<file path="src/rtl/mem_controller.sv">
// Round-robin arbiter putting NUM_CONSUMERS LSUs onto one memory read/write channel.
// Optional MEM_CTRL_STATS_EN adds saturating read/write completion counters.
module mem_controller #(
    parameter int NUM_CONSUMERS = 4,
    parameter int ADDR_BITS     = 8,
    parameter int DATA_BITS     = 8
) (
    input  logic                              clk,
    input  logic                              reset,
    input  logic [NUM_CONSUMERS-1:0]          consumer_read_valid,
    input  logic [NUM_CONSUMERS*ADDR_BITS-1:0] consumer_read_address,
    output logic [NUM_CONSUMERS-1:0]          consumer_read_ready,
    output logic [NUM_CONSUMERS*DATA_BITS-1:0] consumer_read_data,
    input  logic [NUM_CONSUMERS-1:0]          consumer_write_valid,
    input  logic [NUM_CONSUMERS*ADDR_BITS-1:0] consumer_write_address,
    input  logic [NUM_CONSUMERS*DATA_BITS-1:0] consumer_write_data,
    output logic [NUM_CONSUMERS-1:0]          consumer_write_ready,
    output logic                              mem_read_valid,
    output logic [ADDR_BITS-1:0]              mem_read_address,
    input  logic                              mem_read_ready,
    input  logic [DATA_BITS-1:0]              mem_read_data,
    output logic                              mem_write_valid,
    output logic [ADDR_BITS-1:0]              mem_write_address,
    output logic [DATA_BITS-1:0]              mem_write_data,
    input  logic                              mem_write_ready
`ifdef MEM_CTRL_STATS_EN
    ,
    output logic [15:0]                       stat_reads,
    output logic [15:0]                       stat_writes
`endif
);

    localparam int IDX_BITS = (NUM_CONSUMERS > 1) ? $clog2(NUM_CONSUMERS) : 1;

    localparam logic [1:0] IDLE          = 2'd0;
    localparam logic [1:0] READ_WAITING  = 2'd1;
    localparam logic [1:0] WRITE_WAITING = 2'd2;
    localparam logic [1:0] RELAYING      = 2'd3;

    logic [1:0]          state;
    logic [IDX_BITS-1:0] rr_ptr;
    logic [IDX_BITS-1:0] cur_idx;
    logic                cur_is_read;

    logic                win_found;
    logic                win_is_read;
    logic [IDX_BITS-1:0] win_idx;
    int                  scan_idx;
    logic [IDX_BITS-1:0] next_ptr;
    logic                active_valid;

    // Scan from rr_ptr upward with wraparound; the first requester wins, read before write.
    always_comb begin
        win_found   = 1'b0;
        win_is_read = 1'b0;
        win_idx     = '0;
        scan_idx    = 0;
        for (int k = 0; k < NUM_CONSUMERS; k++) begin
            scan_idx = int'(rr_ptr) + k;
            if (scan_idx >= NUM_CONSUMERS) begin
                scan_idx = scan_idx - NUM_CONSUMERS;
            end
            if (!win_found && (consumer_read_valid[scan_idx] || consumer_write_valid[scan_idx])) begin
                win_found   = 1'b1;
                win_idx     = IDX_BITS'(scan_idx);
                win_is_read = consumer_read_valid[scan_idx];
            end
        end
    end

    always_comb begin
        next_ptr     = (cur_idx == IDX_BITS'(NUM_CONSUMERS - 1)) ? '0 : cur_idx + 1'b1;
        active_valid = cur_is_read ? consumer_read_valid[cur_idx] : consumer_write_valid[cur_idx];
    end

    always_ff @(posedge clk or posedge reset) begin
        if (reset) begin
            state                <= IDLE;
            rr_ptr               <= '0;
            cur_idx              <= '0;
            cur_is_read          <= 1'b0;
            mem_read_valid       <= 1'b0;
            mem_read_address     <= '0;
            mem_write_valid      <= 1'b0;
            mem_write_address    <= '0;
            mem_write_data       <= '0;
            consumer_read_ready  <= '0;
            consumer_write_ready <= '0;
            consumer_read_data   <= '0;
        end else begin
            case (state)
                IDLE: begin
                    if (win_found) begin
                        cur_idx     <= win_idx;
                        cur_is_read <= win_is_read;
                        if (win_is_read) begin
                            mem_read_valid   <= 1'b1;
                            mem_read_address <= consumer_read_address[win_idx*ADDR_BITS +: ADDR_BITS];
                            state            <= READ_WAITING;
                        end else begin
                            mem_write_valid   <= 1'b1;
                            mem_write_address <= consumer_write_address[win_idx*ADDR_BITS +: ADDR_BITS];
                            mem_write_data    <= consumer_write_data[win_idx*DATA_BITS +: DATA_BITS];
                            state             <= WRITE_WAITING;
                        end
                    end
                end
                READ_WAITING: begin
                    if (mem_read_ready) begin
                        consumer_read_data[cur_idx*DATA_BITS +: DATA_BITS] <= mem_read_data;
                        consumer_read_ready[cur_idx] <= 1'b1;
                        mem_read_valid               <= 1'b0;
                        state                        <= RELAYING;
                    end
                end
                WRITE_WAITING: begin
                    if (mem_write_ready) begin
                        consumer_write_ready[cur_idx] <= 1'b1;
                        mem_write_valid               <= 1'b0;
                        state                         <= RELAYING;
                    end
                end
                RELAYING: begin
                    // Hold ready until the served consumer withdraws its request.
                    if (!active_valid) begin
                        if (cur_is_read) begin
                            consumer_read_ready[cur_idx] <= 1'b0;
                        end else begin
                            consumer_write_ready[cur_idx] <= 1'b0;
                        end
                        rr_ptr <= next_ptr;
                        state  <= IDLE;
                    end
                end
                default: state <= IDLE;
            endcase
        end
    end

`ifdef MEM_CTRL_STATS_EN
    always_ff @(posedge clk or posedge reset) begin
        if (reset) begin
            stat_reads  <= '0;
            stat_writes <= '0;
        end else begin
            if (state == READ_WAITING && mem_read_ready && stat_reads != 16'hFFFF) begin
                stat_reads <= stat_reads + 16'd1;
            end
            if (state == WRITE_WAITING && mem_write_ready && stat_writes != 16'hFFFF) begin
                stat_writes <= stat_writes + 16'd1;
            end
        end
    end
`endif

endmodule

</file>
<file path="config.mk">
export PLATFORM = sky130hd
export DESIGN_NAME = mem_controller
export DESIGN_NICKNAME = d
export VERILOG_FILES = /design/src/rtl/mem_controller.sv
export SDC_FILE = /design/constraint.sdc
export NUM_CORES = 1
export LEC_CHECK = 0
export BUFFER_PORTS_ARGS = -buffer_cell sky130_fd_sc_hd__buf_2
export CAP_MARGIN = 10
export CORE_MARGIN = 2
export CORE_UTILIZATION = 51
export CTS_CLUSTER_SIZE = 28
export DETAILED_ROUTE_END_ITERATION = 7
export PLACE_DENSITY_LB_ADDON = 0.2
export SLEW_MARGIN = 10
export SYNTH_ARGS = -nofsm -noshare
export SYNTH_HDL_FRONTEND = slang
export SYNTH_SLANG_ARGS = --single-unit
</file>
<file path="constraint.sdc">
create_clock -name clk -period 3.66 [get_ports clk]
set_input_delay 0.732 -clock clk [delete_from_list [all_inputs] [get_ports clk]]
set_output_delay 0.732 -clock clk [all_outputs]
set_load 0.02 [all_outputs]
</file>
==> reports/metrics.cfg <==
[run_status]
result_of_the_run = completed

[logic_synthesis]
seq_cells_post_synth = 73
synth-async-reset-ratio_pct = 100.0
post-synth-top-area-cell = sky130_fd_sc_hd__dfrtp_1
synth_top_cells_by_count = sky130_fd_sc_hd__dfrtp_1, sky130_fd_sc_hd__nand2_1, sky130_fd_sc_hd__mux2_2, sky130_fd_sc_hd__o22ai_1
synth_sequential_area_ratio_pct = 35.28
synthesis.nets = 639
synth.avg_cell_area_sq_um = 10.09
postSynthCellCount = 513
yosysMostFrequentCell = sky130_fd_sc_hd__dfrtp_1
synthFlopType = sky130_fd_sc_hd__dfrtp_1
post_synth_instance_area_sq_um = 5177
post_synth_main_area_contributors = sky130_fd_sc_hd__dfrtp_1, sky130_fd_sc_hd__mux2_2, sky130_fd_sc_hd__o211a_1, sky130_fd_sc_hd__a22o_1, sky130_fd_sc_hd__nand2_1
yosysWarningCount = 0
synth_edf_count = 0
synth.top_cell.area_share_pct = 35.28
synth_cell_type_count = 53

[clock_tree]
worstSkewPairLatency_ns = 0.35
hold_buffers = 0
cts.reportedPaths.clkPinSlew_ns = 0.09
htree_num_levels = 3
post_cts.repair.setup_buffers = 0
cts-root-to-sink-buffers = 2
post_cts_resize_count = 0
cts_tree = done
clock_sink_count = 73
clock-root-buffer = sky130_fd_sc_hd__clkbuf_8
cts_buffers = 9

[grt]
grtUsageTotal_pct = 26.16
antenna_found_initial = 0
grt.overflow.total = 0
number_of_global_route_vias_before_repair = 4726
pin_count_of_the_biggest_net_entering_global_routing = 96
first_pass_grt_wire_length_mm = 23.64

[power_and_ir_drop]
vdd.ir_drop.worst_uv = 458.7
power_leakage_nw = 3.239
cellPowerDensity_nw_per_um2 = 847.1

[detailed_routing]
drc_errors = 0
drt_first_iter_violations = 222
drt-pass1-iter-count = 5
wirelength_mm = 14.56
detail_route.vias_per_cell = 6.097
drt-wirelength-per-cell_um = 17.86
detail-route-antenna-nets = 0
detail_route.wirelength.met1_mm = 6.407
wire_length_on_met3_um = 944
met2WireLength_mm = 7.052
detailroute.via_count = 4969
top_layer_used = met4

[worst_setup_path]
cp_capture_type = register
critical_path.startpoint_type = register
critical_path_arrival_ns = 3.38
required_ns = 3.90
worstSetupPathType = register to register
timing.critical_path.fanout_max = 33

[floorplan]
die_height_um = 104.8
initial_util_pct = 52.73
core_region_sq_um = 9819
floorplan.die_area_sq_um = 10970
row_count = 36
boundaryPins = 182
die_width_um = 104.8

[finish]
layout-area-overhead-vs-synth_pct = 23.30
finish.net_count = 803
area_of_all_placed_cells_without_fillers_sq_um = 6384
final_layout_size_suffix_gt1_share_pct = 41.64
antenna_cells_inserted = 0

[sta]
rsz0062_at_grt = no
achievable-frequency_mhz = 318.8
finalClockSkew_ns = 0.009173
timing.final.max_slew_violations = 0
timing_worst_slew_pin_value_ns = 0.9733
setup_viol = 0
finalHoldViolCount = 0
totalNegativeSetupSlack_ns = 0
worst_slew_slack_as_a_fraction_of_its_limit_pct = 33.43
time_the_final_worst_path_needs_with_i_o_delays_and_setup_ns = 3.137
finalCritPeriodShare_pct = 85.71

[place]
post_dp_cell_area_sq_um = 6175
place_congestion = 0.8317
detailedPlacementHpwl_mm = 10.40
numPortBuffers = 181

[min_path]
holdCritPathClass = input pin to async pin

[flow_run]
cap_violations = 0

-- layout by cell type (no fill, tap or decap), types with 5 or more instances in the layout --
master,n
sky130_fd_sc_hd__o22ai_1,40
sky130_fd_sc_hd__clkbuf_8,9
sky130_fd_sc_hd__o31ai_1,8
sky130_fd_sc_hd__nand2_1,71
sky130_fd_sc_hd__nor2_1,12
sky130_fd_sc_hd__mux4_2,5
sky130_fd_sc_hd__o221ai_1,9
sky130_fd_sc_hd__mux2_2,43
sky130_fd_sc_hd__inv_1,7
sky130_fd_sc_hd__o32a_1,16
sky130_fd_sc_hd__a31oi_1,11
sky130_fd_sc_hd__o211a_1,32
sky130_fd_sc_hd__buf_2,181
sky130_fd_sc_hd__o21ai_0,15
sky130_fd_sc_hd__dfrtp_1,72
sky130_fd_sc_hd__a21oi_1,12
sky130_fd_sc_hd__buf_4,12
sky130_fd_sc_hd__mux2i_1,13
sky130_fd_sc_hd__nand3_1,5
sky130_fd_sc_hd__a22o_1,32
sky130_fd_sc_hd__or2_2,5
sky130_fd_sc_hd__o31ai_2,9
sky130_fd_sc_hd__ha_1,10
-- report_power, final --
| part | leakage [nW] | switching (mW) | internal (mW) |
|---|---|---|---|
| registers | 0.927 | 0.237 | 1.10 |
| logic | 2.21 | 1.96 | 1.45 |
| clock network | 0.0999 | 0.334 | 0.328 |
-- kinds of logic after synthesis --
group           count (synthesis)  synth area share, %
compound gates                196                30.45
simple gates                  119                10.88
flops                          73                35.28
mux                            65                16.07
buf+inv                        50                4.906
fa+ha+maj                      10                2.417
-- layer usage --
metal / global-route usage, % / up-vias
li1: - / 2335
met1: 35.61 / 2428
met2: 43.41 / 193
met3: 4.429 / 13
met4: 6.762 / 0
met5: 0 / -
-- final cells by class --
cell class | instances | area, sq um
fill | 837 | 3436
tap | 133 | 166.4
clock buffer | 9 | 123.9
multi-input combinational | 390 | 3112
timing repair buffer | 195 | 1036
inverter | 8 | 30.03
clock inverter | 7 | 85.08
sequential | 73 | 1831
-- stage by stage --
step	worst slack (ns)	util [%]	hold WS [ns]	cells	total power, mW
CTS	0.5354	65.01	0.3849	815	5.413
global placement	0.4484	62.88	0.4581	799	4.649
global route	0.3556	65.01	0.4075	815	5.787
floorplan	0.7951	-	0.5284	513	3.918
finish	0.5231	65.01	0.3823	815	5.407
detailed placement	0.3076	62.88	0.4680	799	4.738
-- final timing paths --
path	end	startpoint	slack [ns]	cells past startpoint
max	mem_write_address[6]$_DFFE_PP0P_	rr_ptr[1]$_DFFE_PP0P_	0.52	8
min	consumer_read_data[18]$_DFFE_PP0P_	reset	0.38	2
max reg2reg	mem_write_address[6]$_DFFE_PP0P_	rr_ptr[1]$_DFFE_PP0P_	0.52	8
min reg2reg	mem_write_address[0]$_DFFE_PP0P_	mem_write_address[0]$_DFFE_PP0P_	0.49	2
max in group asynchronous	consumer_read_data[4]$_DFFE_PP0P_	reset	2.48	3
min in group clk	mem_write_address[0]$_DFFE_PP0P_	mem_write_address[0]$_DFFE_PP0P_	0.49	2
-- critical path: stages, from the launching register on --
cell and delay (ns):
sky130_fd_sc_hd__dfrtp_1 0.52, sky130_fd_sc_hd__buf_4 0.28, sky130_fd_sc_hd__mux4_2 0.53, sky130_fd_sc_hd__or2_1 0.25
sky130_fd_sc_hd__or4b_1 0.56, sky130_fd_sc_hd__and2_1 0.29, sky130_fd_sc_hd__nand3_4 0.38, sky130_fd_sc_hd__nand2_1 0.11
sky130_fd_sc_hd__o31ai_1 0.09
No activity file was read; power rests on OpenSTA's default activity.
